`src/rtl/fa4_serial_add_ctrl_pkg.sv`:
```
// -----------------------------------------------------------------------------
// fa4_pkg: definitions shared by the nibble-serial adder controller.
//   NIBBLE_W : width of one adder slice (4 bits)
//   state_e  : controller states ST_IDLE / ST_RUN / ST_DONE
// Optional build macro used by the files that import this package:
//   FA4_SERIAL_SUB_EN adds a subtract mode.
// -----------------------------------------------------------------------------
package fa4_pkg;

    localparam int NIBBLE_W = 4;

    typedef enum logic [1:0] {
        ST_IDLE = 2'd0,
        ST_RUN  = 2'd1,
        ST_DONE = 2'd2
    } state_e;

endpackage

```
`src/rtl/fa4_serial_add_ctrl_if.sv`:
```
// -----------------------------------------------------------------------------
// fa4_serial_add_ctrl_if: start/busy/done bundle of the nibble-serial adder.
//   start, a, b, cin, (sub) : request from the iteration FSM
//   busy, done, s, cout, ovf: status and registered result from the adder
// Modports: master = requester (iteration FSM), slave = adder controller.
// Build macro FA4_SERIAL_SUB_EN adds the 1-bit sub request signal.
// -----------------------------------------------------------------------------
interface fa4_serial_add_ctrl_if #(
    parameter int DATA_WIDTH = 24
);
    logic                  start;
    logic [DATA_WIDTH-1:0] a;
    logic [DATA_WIDTH-1:0] b;
    logic                  cin;
`ifdef FA4_SERIAL_SUB_EN
    logic                  sub;
`endif
    logic                  busy;
    logic                  done;
    logic [DATA_WIDTH-1:0] s;
    logic                  cout;
    logic                  ovf;

`ifdef FA4_SERIAL_SUB_EN
    modport master (output start, a, b, cin, sub, input busy, done, s, cout, ovf);
    modport slave  (input start, a, b, cin, sub, output busy, done, s, cout, ovf);
`else
    modport master (output start, a, b, cin, input busy, done, s, cout, ovf);
    modport slave  (input start, a, b, cin, output busy, done, s, cout, ovf);
`endif

endinterface

```
`src/rtl/fa4_serial_add_ctrl_fa4.sv`:
```
// -----------------------------------------------------------------------------
// FA_4: 4-bit full-adder slice, purely combinational.
//   a, b : 4-bit addends    cin  : carry in
//   s    : 4-bit sum        cout : carry out
// -----------------------------------------------------------------------------
module FA_4 (
    input  logic [3:0] a,
    input  logic [3:0] b,
    input  logic       cin,
    output logic [3:0] s,
    output logic       cout
);

    assign {cout, s} = {1'b0, a} + {1'b0, b} + {4'b0000, cin};

endmodule

```
`src/rtl/fa4_serial_add_ctrl.sv`:
```
// -----------------------------------------------------------------------------
// fa4_serial_add_ctrl: nibble-serial wide adder. One FA_4 slice is stepped
// over a DATA_WIDTH operand, least-significant nibble first, with the carry
// held in a register between cycles. DATA_WIDTH must be a multiple of 4 and
// at least 8; the operation takes NIBBLES = DATA_WIDTH/4 RUN cycles.
//   clk   : system clock, rising edge
//   rst_n : synchronous active-low reset (discards any operation in flight)
//   bus   : slave side of fa4_serial_add_ctrl_if
//           start/a/b/cin(/sub) sampled on the accept edge in IDLE,
//           busy high in RUN and DONE, done a one-cycle result strobe,
//           s/cout/ovf registered and held until the next accept.
// Build macro FA4_SERIAL_SUB_EN: sub=1 computes a-b (b inverted, carry-in 1).
// -----------------------------------------------------------------------------
module fa4_serial_add_ctrl
    import fa4_pkg::*;
#(
    parameter int DATA_WIDTH = 24
) (
    input  logic                    clk,
    input  logic                    rst_n,
    fa4_serial_add_ctrl_if.slave    bus
);

    localparam int NIBBLES = DATA_WIDTH / NIBBLE_W;
    localparam int IDX_W   = (NIBBLES > 1) ? $clog2(NIBBLES) : 1;
    localparam int MSB     = DATA_WIDTH - 1;

    state_e                  state, state_nxt;
    logic                    accept;
    logic                    last;

    logic [DATA_WIDTH-1:0]   a_reg, b_reg, s_reg;
    logic                    carry, cout_reg, ovf_reg;
    logic [IDX_W-1:0]        idx;

    logic [DATA_WIDTH-1:0]   b_eff;
    logic                    cin_eff;

    logic [NIBBLE_W-1:0]     nib_a, nib_b, nib_s;
    logic                    nib_c;

    // Subtraction is a + ~b + 1, folded into the operands at accept so the
    // RUN path is identical for both modes.
`ifdef FA4_SERIAL_SUB_EN
    assign b_eff   = bus.sub ? ~bus.b : bus.b;
    assign cin_eff = bus.sub ? 1'b1   : bus.cin;
`else
    assign b_eff   = bus.b;
    assign cin_eff = bus.cin;
`endif

    assign last  = (idx == IDX_W'(NIBBLES - 1));
    assign nib_a = a_reg[NIBBLE_W*idx +: NIBBLE_W];
    assign nib_b = b_reg[NIBBLE_W*idx +: NIBBLE_W];

    FA_4 u_fa4 (
        .a    (nib_a),
        .b    (nib_b),
        .cin  (carry),
        .s    (nib_s),
        .cout (nib_c)
    );

    always_ff @(posedge clk) begin
        if (!rst_n) state <= ST_IDLE;
        else        state <= state_nxt;
    end

    always_comb begin
        state_nxt = state;
        accept    = 1'b0;
        unique case (state)
            ST_IDLE: begin
                if (bus.start) begin
                    accept    = 1'b1;
                    state_nxt = ST_RUN;
                end
            end
            ST_RUN:  if (last) state_nxt = ST_DONE;
            ST_DONE: state_nxt = ST_IDLE;
            default: state_nxt = ST_IDLE;
        endcase
    end

    always_ff @(posedge clk) begin
        if (!rst_n) begin
            a_reg    <= '0;
            b_reg    <= '0;
            s_reg    <= '0;
            carry    <= 1'b0;
            cout_reg <= 1'b0;
            ovf_reg  <= 1'b0;
            idx      <= '0;
        end else if (accept) begin
            a_reg <= bus.a;
            b_reg <= b_eff;
            carry <= cin_eff;
            idx   <= '0;
            s_reg <= '0;
        end else if (state == ST_RUN) begin
            s_reg[NIBBLE_W*idx +: NIBBLE_W] <= nib_s;
            carry <= nib_c;
            idx   <= idx + 1'b1;
            if (last) begin
                cout_reg <= nib_c;
                // Overflow: like-signed operands whose sum sign differs.
                ovf_reg  <= (a_reg[MSB] == b_reg[MSB]) &&
                            (nib_s[NIBBLE_W-1] != a_reg[MSB]);
            end
        end
    end

    assign bus.busy = (state != ST_IDLE);
    assign bus.done = (state == ST_DONE);
    assign bus.s    = s_reg;
    assign bus.cout = cout_reg;
    assign bus.ovf  = ovf_reg;

endmodule
```
`src/flat_wrapper.sv`:
```
// flat-port wrapper written by rule: the top's interface ports become plain ports
module fa4_serial_add_ctrl_flat import fa4_pkg::*;
#(
    parameter int DATA_WIDTH = 24
)
  (clk, rst_n, bus_start, bus_a, bus_b, bus_cin, bus_busy, bus_done, bus_s, bus_cout, bus_ovf);
  fa4_serial_add_ctrl_if #(.DATA_WIDTH(DATA_WIDTH)) bus_i ();
  input  logic clk;
  input  logic rst_n;
  input wire logic [$bits(bus_i.start)-1:0] bus_start;
  input wire logic [$bits(bus_i.a)-1:0] bus_a;
  input wire logic [$bits(bus_i.b)-1:0] bus_b;
  input wire logic [$bits(bus_i.cin)-1:0] bus_cin;
  output wire logic [$bits(bus_i.busy)-1:0] bus_busy;
  output wire logic [$bits(bus_i.done)-1:0] bus_done;
  output wire logic [$bits(bus_i.s)-1:0] bus_s;
  output wire logic [$bits(bus_i.cout)-1:0] bus_cout;
  output wire logic [$bits(bus_i.ovf)-1:0] bus_ovf;
  assign bus_i.start = bus_start;
  assign bus_i.a = bus_a;
  assign bus_i.b = bus_b;
  assign bus_i.cin = bus_cin;
  assign bus_busy = bus_i.busy;
  assign bus_done = bus_i.done;
  assign bus_s = bus_i.s;
  assign bus_cout = bus_i.cout;
  assign bus_ovf = bus_i.ovf;
  fa4_serial_add_ctrl #(.DATA_WIDTH(DATA_WIDTH)) u_core (.clk(clk), .rst_n(rst_n), .bus(bus_i));
endmodule
```
`config.mk`:
```
export PLATFORM = sky130hd
export DESIGN_NAME = fa4_serial_add_ctrl_flat
export DESIGN_NICKNAME = d
export VERILOG_FILES = /design/src/rtl/fa4_serial_add_ctrl_pkg.sv /design/src/rtl/fa4_serial_add_ctrl_if.sv /design/src/rtl/fa4_serial_add_ctrl_fa4.sv /design/src/rtl/fa4_serial_add_ctrl.sv /design/src/flat_wrapper.sv
export SDC_FILE = /design/constraint.sdc
export NUM_CORES = 1
export LEC_CHECK = 0
export BUFFER_PORTS_ARGS = -buffer_cell sky130_fd_sc_hd__buf_2
export CAP_MARGIN = 20
export CORE_UTILIZATION = 45
export DETAILED_ROUTE_END_ITERATION = 10
export HOLD_SLACK_MARGIN = 0.05
export PLACE_DENSITY = 0.71
export SKIP_LAST_GASP = 1
export SLEW_MARGIN = 10
export SYNTH_ARGS = -nofsm -noshare
export SYNTH_HDL_FRONTEND = slang
export SYNTH_HIERARCHICAL = 1
export SYNTH_SLANG_ARGS = --single-unit
```
`constraint.sdc`:
```
create_clock -name clk -period 2.66 [get_ports clk]
set_input_delay 0.532 -clock clk [delete_from_list [all_inputs] [get_ports clk]]
set_output_delay 0.532 -clock clk [all_outputs]
set_load 0.02 [all_outputs]
```
; ---- Yosys cells after proc, flatten, opt, wreduce, memory -nomap -nowiden
; Cells that the tools add are included.
[classes]
n_addsub = 4
n_eq_ne = 7
shift = 4
n_mux = 8
bitwise = 2
n_reduce_logical = 7
[ops]
columns = cell, n
row1 = 24-bit by 6-bit indexed part select with 4-bit output, 2
row2 = 5-bit negation with 34-bit output, 1
row3 = 4-bit by 34-bit variable shift with 24-bit output (first input constant), 1
row4 = 4-bit by 34-bit indexed part select with 24-bit output, 1
row5 = 24-bit bitwise mux, 1
row6 = 4-bit by 4-bit adder with 5-bit output, 1
row7 = 5-bit by 1-bit adder with 5-bit output, 1
row8 = 1-bit 2-to-1 mux, 4
row9 = 2-bit 2-to-1 mux, 2
row10 = 2-bit one-hot mux with 2 select lines, 1
row11 = 2-bit nonzero test, 2
row12 = 3-bit by 1-bit adder with 3-bit output (second input constant), 1
row13 = 3-bit equality test (second input constant), 1
row14 = 3-bit AND reduction, 1
row15 = 2-bit by 1-bit equality test with 1-bit output (second input constant), 1
row16 = 2-bit equality test (second input constant), 1
row17 = 2-bit logical NOT, 1
row18 = 2-bit by 1-bit != test with 1-bit output (second input constant), 1
row19 = 2-bit != test (second input constant), 1
row20 = 1-bit inverter, 2
row21 = 2-bit AND reduction, 1
row22 = 2-bit OR reduction, 1
row23 = 1-bit equality test, 1
row24 = 1-bit logical AND, 1
row25 = 1-bit != test, 1
[totals]
regBits = 80
in_bits = 52
out_inout_bits = 28

; ---- Depth between registers and ports, before layout
; Gate-level depths: netlist (run 1).
[logic_depth]
word_depth = 5
depth_mapped = 13
mapped_depth_nobuf = 11

; ---- Cells and area by module
; The synthesis (run 1) kept the hierarchy.
[modules_own_cells]
columns = module, instances, cells_per_inst, area_each_um2, seq_area_each_um2
row1 = fa4_serial_add_ctrl, 1, 424, 3704.8, 1601.5
row2 = FA_4, 1, 16, 143.9, 0.0

; ---- Worst setup path before layout (run 1)
; No wires, ideal clock.
[synth_timing]
kind = reg-to-reg
from = reg u_core.idx[0]
to = reg u_core.s_reg[11] (netlist: u_core/bus.s[11])
setup_time_ns = 0.059
arrival_time_ns = 2.840
required_ns = 2.601
setup_slack_ns = -0.239
stages_incl_launch_ff = 12
synth_period_minus_slack_ns = 2.899
cell_sequence = dfxtp_1 > buf_2 > buf_1 > mux2_2 > nand2_1 > o221ai_1 > fa_1 > a21o_1 > a21oi_2 > xnor2_1 > nor4b_1 > mux2_2
[synth_via]
elab_chain_len = 5
[synth_rtl]
columns = item, line_no
row1 = "start, declared", fa4_serial_add_ctrl.sv:34  ; logic [IDX_W-1:0] idx;
row2 = "start signal, assigned", fa4_serial_add_ctrl.sv:103  ; idx <= idx + 1'b1;
row3 = 24-bit by 6-bit indexed part select with 4-bit output, fa4_serial_add_ctrl.sv:53  ; assign nib_a = a_reg[NIBBLE_W*idx +: NIBBLE_W];
row4 = net u_core.nib_a[0], fa4_serial_add_ctrl.sv:39  ; logic [NIBBLE_W-1:0] nib_a, nib_b, nib_s;
row5 = 4-bit by 4-bit adder with 5-bit output, fa4_serial_add_ctrl_fa4.sv:14  ; assign {cout, s} = {1'b0, a} + {1'b0, b} + {4'b0000, cin};
row6 = 5-bit by 1-bit adder with 5-bit output, fa4_serial_add_ctrl_fa4.sv:14
row7 = net u_core.nib_s[3], fa4_serial_add_ctrl.sv:39
row8 = 4-bit by 34-bit indexed part select with 24-bit output, fa4_serial_add_ctrl.sv:101  ; s_reg[NIBBLE_W*idx +: NIBBLE_W] <= nib_s;
row9 = 24-bit bitwise mux, fa4_serial_add_ctrl.sv:101
row10 = "end signal, assigned by index", fa4_serial_add_ctrl.sv:101
row11 = "end, declared", fa4_serial_add_ctrl.sv:32  ; logic [DATA_WIDTH-1:0] a_reg, b_reg, s_reg;
; The timed path passes the listed nets, and every way through them passes these cells.
; A chain may end at the register's enable or synchronous reset.

; ---- Final worst setup path (run 1)
[layout_timing]
from = reg u_core.idx[0]
to = reg u_core.s_reg[5] (netlist: u_core/bus.s[5])
[layout_via]
elab_chain_len = 5
[layout_rtl]
columns = item, line_no
row1 = 24-bit by 6-bit indexed part select with 4-bit output, fa4_serial_add_ctrl.sv:54  ; assign nib_b = b_reg[NIBBLE_W*idx +: NIBBLE_W];
row2 = net u_core.nib_b[0], fa4_serial_add_ctrl.sv:39
row3 = 4-bit by 4-bit adder with 5-bit output, fa4_serial_add_ctrl_fa4.sv:14
row4 = 5-bit by 1-bit adder with 5-bit output, fa4_serial_add_ctrl_fa4.sv:14
row5 = net u_core.nib_s[1], fa4_serial_add_ctrl.sv:39
row6 = 4-bit by 34-bit indexed part select with 24-bit output, fa4_serial_add_ctrl.sv:101
row7 = 24-bit bitwise mux, fa4_serial_add_ctrl.sv:101
; The timed path passes the listed nets, and every way through them passes these cells.

==> metrics, run 1 <==
via count=3276; worst setup path endpoint=u_core/bus.s[5]; post-DP HPWL=6725 um; count of cell types in the netlist=39; Slew Limit Headroom=31.60%; Slew Limit Fails=0; Syn Area/Cell=8.747 um^2; Initial Util=46.61%; most common cell after layout, fill and taps aside=nand2_1; path category of the worst min-delay check=primary input to flip-flop; clk buf depth=2; CTS tree=done; outcome=completed; Fmax=0.3947 GHz; Clock Latency Late Sink=0.35 ns; DRT iter0 DRCs=117; Die Span Y=94.48 um; Max-Cap Viols=0; post-route clock period utilization=95.25%; Clk pwr share=40.2%; Worst setup EP type=flip-flop; RSZ-0062 raised after global routing=false; Slew @ Worst Pin=1.022 ns; sequential power share=46.6%; drt first pass iters=4; CTS Hold Bufs=0; Cell Area, Synth=3849 um^2; routed len/inst=14.98 um; Required @ worst endpoint=2.96 ns; CTS H-tree depth=3; Max VDD drop=0.0003509 V; die extent in x=94.48 um; via/cell ratio=5.250; post-synthesis to final-layout area growth=22.46%; sequential cell area=1605 um^2; post-route ant nets=0; vias in the first global route=3096; R2R Path End=u_core/bus.s[5]; die area=8926 um^2; reg2reg setup slack=0.13 ns; initial antenna violation count=0; CTS buffer count=9; Layout Nets=576; Crit Reg-Reg Startpoint=u_core/idx[0]; placed cell area=4412 um^2; design area=4713 um^2; worst setup path startpoint=u_core/idx[0]; setup violators final=0; CP Class=flip-flop to flip-flop; R2R depth=11; Final GP Congestion=0.8749; Root Driver=clkbuf_8; Leak=0.001978 uW; Final min period=2.534 ns; Core Area=8258 um^2; sw frac=24.42%; multi-input logic area=2133 um^2; drt drc=0; flops & latches, synth=80; first-pass GRT wire length=14750 um; Warnings, synthesis=6; GRT Util Overall=21.72%; syn_nets=502; CTS clk-pin slew, worst paths=0.08 ns; Routed WL=9350 um; largest net degree at the start of global routing=47; setup bufs post-CTS=0; PortBufs=79; CP Max Fanout=7; commonest non-fill, non-tap cells in the layout=nand2_1, buf_2, dfxtp_1, a21boi_0, mux2i_1; GR Overflow Total=0; Int Power=2081 uW; Hold Fails Final Rpt=0; Seq/Total Area, Yosys=41.61%; synthesized netlist cell count=440; nature of the critical path startpoint=flip-flop; share of cells above drive strength 1=28.13%; PwrDens=584.2 nW/um^2; Fill cells=775; Clock Sink Count=80; setup TNS=0 ns; Switch Pwr=672.3 uW; worst path arrival time=2.83 ns; # rows=33; Comb pwr share=13.2%; final clock skew=0.01089 ns; antenna fix cells=0; num ports=80
cell families after synthesis:
family                   synth area share [%]
flip-flops                              41.61
buffers and inverters                   4.584
adder cells (fa/ha/maj)                 3.641
AND/OR/NAND/NOR                         22.20
AO/OA/AOI/OAI                           15.77
XOR/XNOR                               0.9102
multiplexers                            11.28
stage by stage:
step	util, %	worst slack [ns]	std cells	hold WS, ns	total power, uW
finish	57.08	0.1264	624	0.4225	2754
global route	57.08	0.006293	624	0.4129	2873
CTS	56.64	0.01546	624	0.4085	2769
detailed placement	53.42	-0.02564	608	0.4565	1662
global placement	53.42	0.02686	608	0.4527	1654
floorplan	-	0.002611	440	0.4400	1534
power by group through the flow:
stage | sequential, uW | clock (uW) | combinational [uW]
2_1_floorplan | 1300 | 0 | 237
5_1_grt | 1290 | 1180 | 404
3_3_place_gp | 1310 | 0 | 344
6_report | 1280 | 1110 | 364
4_1_cts | 1280 | 1130 | 356
3_5_place_dp | 1310 | 0 | 352
worst min-delay path by stage:
stage                          from               end  slack [ns]  cells past startpoint
global placement    u_core/a_reg[6]   u_core/a_reg[6]        0.45                      2
global route              bus_a[18]  u_core/a_reg[18]        0.41                      3
CTS                       bus_a[17]  u_core/a_reg[17]        0.41                      3
detailed placement  u_core/b_reg[6]   u_core/b_reg[6]        0.46                      2
floorplan           u_core/a_reg[4]   u_core/a_reg[4]        0.44                      2
finish                    bus_a[17]  u_core/a_reg[17]        0.42                      3
final cells by class:
| cell class | instances | area share, % |
|---|---|---|
| multi-input cells | 318 | 45.26 |
| repair buffers | 98 | 11.95 |
| clock buffers | 11 | 3.212 |
| inverters | 7 | 0.5575 |
| well taps | 105 | 2.787 |
| clock inverters | 5 | 2.177 |
| flip-flops and latches | 80 | 34.06 |
metal layers:
metal / up-vias / global-route usage, % / share of wire, %
met2: 96 / 36.53 / 48
met4: 0 / 9.343 / 2.4
met1: 1510 / 26.31 / 45
met3: 16 / 5.395 / 5.2
li1: 1654 / - / -
met5: - / 0 / 0
synthesized netlist by cell type (all sizes together):
cell type | count | share of area, %
fa | 2 | 1.0
o21a | 1 | 0.20
nand3 | 4 | 0.52
xnor2 | 4 | 0.91
clkbuf | 17 | 1.7
a21boi | 48 | 9.4
nand2 | 110 | 11
ha | 8 | 2.6
a21oi | 13 | 1.8
or4b | 2 | 0.52
nand3b | 3 | 0.59
nor4b | 6 | 1.4
nor2 | 5 | 0.49
o32a | 5 | 1.3
buf | 18 | 2.2
mux2i | 22 | 5.7
a31oi | 1 | 0.16
and4b | 1 | 0.26
nand4b | 4 | 0.91
nor3 | 4 | 0.52
inv | 7 | 0.68
a21o | 1 | 0.20
nor3b | 2 | 0.39
and3 | 16 | 2.6
or4 | 2 | 0.39
nor2b | 4 | 0.65
and3b | 2 | 0.46
mux2 | 19 | 5.6
or2 | 2 | 0.33
and2 | 1 | 0.16
or3b | 3 | 0.68
o21ai | 16 | 2.1
nand2b | 4 | 0.65
o221ai | 3 | 0.68
dfxtp | 80 | 42
critical path, cell delays in order, from the launching register on:
cell and delay (ns):
dfxtp_2 0.38, buf_4 0.18, mux2i_2 0.23, o32a_1 0.17, o21ai_1 0.08, fa_2 0.37
inv_1 0.07, fa_1 0.41, inv_1 0.12, nand2_1 0.11, nor3_4 0.18, mux2_2 0.18
timing repair:
item                                   4_1_cts  5_1_grt
setup endpoints to repair                    4       19
endpoints found under the hold margin        0        0
gates resized for setup                      2       10
Note: power is estimated with default switching activity, not from simulation.
==> inputs of run 2 (changes only) <==
--- a/config.mk
+++ b/config.mk
@@ -7,10 +7,13 @@
 export LEC_CHECK = 0
 export BUFFER_PORTS_ARGS = -buffer_cell sky130_fd_sc_hd__buf_2
 export CAP_MARGIN = 20
-export CORE_UTILIZATION = 45
+export CELL_PAD_IN_SITES_DETAIL_PLACEMENT = 1
+export CELL_PAD_IN_SITES_GLOBAL_PLACEMENT = 2
+export CORE_MARGIN = 2
+export CORE_UTILIZATION = 29
 export DETAILED_ROUTE_END_ITERATION = 10
 export HOLD_SLACK_MARGIN = 0.05
-export PLACE_DENSITY = 0.71
+export PLACE_DENSITY = 0.76
 export SKIP_LAST_GASP = 1
 export SLEW_MARGIN = 10
 export SYNTH_ARGS = -nofsm -noshare
==> run 2 against run 1 <==
  * First-iteration DRC count is 13% higher
  * Global-route usage is 5.3 points lower
  * Clock skew is 0.0034 ns lower
  * Register-to-register slack hardly changed
  * Setup slack better by 0.011 ns
  * Critical path type unchanged
==> metrics, run 2 (synthesized netlist as in run 1, its figures left out) <==
num ports=80 (unchanged); Slew Limit Fails=0 (unchanged); dpl ws=-0.2727 ns (-0.2471 ns); CP Class=flip-flop to flip-flop; sequential cell area=1609 um^2 (+0.23%); GRT Util Overall=16.44% (-5.3 points); die extent in x=119.2 um (+26%); Slew @ Worst Pin=0.8639 ns (-0.1577 ns); commonest non-fill, non-tap cells in the layout=nand2_1, buf_2, dfxtp_1, a21boi_0, buf_4; share of cells above drive strength 1=30.13% (+2.0 points); worst path arrival time=2.80 ns (-0.03 ns); die area=14210 um^2 (+59%); crit-path max cell delay=0.42 ns (about the same); R2R Path End=u_core/bus.s[6]; post-DP HPWL=8409 um (+25%); Final GP Congestion=0.8651 (-1.1%); Leak=0.002062 uW (+4.3%); post-route clock period utilization=94.83% (-0.42 points); drt drc=0 (unchanged); worst setup path endpoint=u_core/bus.s[6]; post-synthesis to final-layout area growth=28.74%; via count=3341 (+2.0%); final clock skew=0.007500 ns (-0.003390 ns); first-pass GRT wire length=18380 um (+25%); GR Overflow Total=0 (unchanged); CP Max Fanout=9 (+2); antenna fix cells=0 (unchanged); busiest layer in global routing=met2; # rows=42 (+27%); largest net degree at the start of global routing=58 (+23%); R2R depth=11 (unchanged); Root Driver=clkbuf_16; nature of the critical path startpoint=flip-flop; CTS tree=done; Die Span Y=119.2 um (+26%); multi-input logic area=2158 um^2 (+1.2%); Crit Reg-Reg Startpoint=u_core/idx[1]; post-route ant nets=0 (unchanged); routed len/inst=15.93 um (+6.3%); most common cell after layout, fill and taps aside=nand2_1; CTS clk-pin slew, worst paths=0.06 ns (-0.02 ns); initial antenna violation count=0 (unchanged); Fmax=0.3964 GHz (+0.44%); Required @ worst endpoint=2.94 ns (-0.02 ns); drt first pass iters=4 (unchanged); Max-Cap Viols=0 (unchanged); worst setup path startpoint=u_core/idx[1]; Core Area=13090 um^2 (+58%); Final min period=2.522 ns (-0.01117 ns); DRT iter0 DRCs=132 (+13%); Routed WL=11270 um (+20%); Worst setup EP type=flip-flop; CTS H-tree depth=3 (unchanged); Slowest-stage cell, CP=fa_2; vias in the first global route=3552 (+15%); clk buf depth=2 (unchanged); via/cell ratio=4.726 (-10%); Layout Nets=589 (+2.3%); Setup WS post-layout=0.1376 ns (+0.01117 ns); CTS buffer count=9 (unchanged); met1 usage=20.31% (-6.0 points); design area=4955 um^2 (+5.1%); met3 Use GR=3.544% (-1.9 points); reg2reg setup slack=0.14 ns (about the same); PortBufs=79 (unchanged); cell mode on critical path=buf_4; placed cell area=4578 um^2 (+3.8%); Initial Util=29.41% (-17 points); Max VDD drop=0.0003701 V (+5.5%); outcome=completed; path category of the worst min-delay check=primary input to flip-flop; Fill cells=1558 (+100%); Hold Fails Final Rpt=0 (unchanged); total power=2907 uW (+5.6%); met2 Usage GRT=28.77% (-7.8 points); crit-path cells=nand2b_2 > buf_4 > o32a_1 > o21ai_1 > buf_4 > inv_1 > fa_2 > xnor2_2 > nand2_1 > nor3_1 > mux2_2; Clock Latency Late Sink=0.34 ns (about the same); setup violators final=0 (unchanged); Clock Sink Count=80 (unchanged); Slew Limit Headroom=42.41% (+11 points); PwrDens=586.6 nW/um^2 (+0.42%)
run 2: cell types whose count changed in the layout (fill, tap and decap cells not counted), sizes merged:
cell and change:
buf +13, bufinv -2, clkbuf +1
run 2: cell type report:
cell class / count / area share (%)
clock buffers: 12 / 4.975
clock inverters: 3 / 0.8586
inverters: 7 / 0.5303
multi-input cells: 318 / 43.56
flip-flops and latches: 80 / 32.47
well taps: 176 / 4.444
repair buffers: 111 / 13.16
run 2: routing by layer:
metal  routed length [um]  vias to the layer above  share of wire (%)
li1                     -                     1676                  -
met1                 5162                     1584                 46
met2                 5574                       68                 49
met3                  382                       13                3.4
met4                  146                        0                1.3
met5                    0                        -                  0
run 2: worst min path at each step:
stage                     startpoint                to  depth (start not counted)
floorplan            u_core/a_reg[4]   u_core/a_reg[4]                          2
global placement    u_core/b_reg[18]  u_core/b_reg[18]                          2
detailed placement  u_core/b_reg[18]  u_core/b_reg[18]                          2
CTS                         bus_b[2]   u_core/b_reg[2]                          3
global route                bus_b[1]   u_core/b_reg[1]                          3
finish                      bus_b[3]   u_core/b_reg[3]                          3
run 2: where the power goes:
group          internal, uW  leakage (uW)  switching [uW]
Combinational           179       0.00127             223
Clock                   746      0.000139             473
Sequential             1250      0.000654            37.2
run 2: worst max-delay path, delay by kind of cell (launching register included):
family | cells | cell delay, ns
flops | 1 | 0.38
simple gates | 3 | 0.54
mux | 1 | 0.20
fa+ha+maj | 1 | 0.42
xor+xnor | 1 | 0.26
buf+inv | 3 | 0.38
compound gates | 2 | 0.29
run 2: repair_timing:
action                     4_1_cts  5_1_grt
cloned                           0        0
setup endpoints to repair       14       21
hold buffers                     0        0
buffers inserted                 0        1
pin swaps                        0        4
gates resized for setup          5       16
run 2: stage by stage:
step                cells  setup TNS (ns)  util [%]  hold slack (ns)
floorplan             440               0         -           0.4400
detailed placement    691          -1.150     34.99           0.4576
CTS                   706               0     37.39           0.4359
global route          707      -0.0003360     37.87           0.4453
finish                707               0     37.87           0.4437
global placement      691         -0.2325     34.99           0.4557
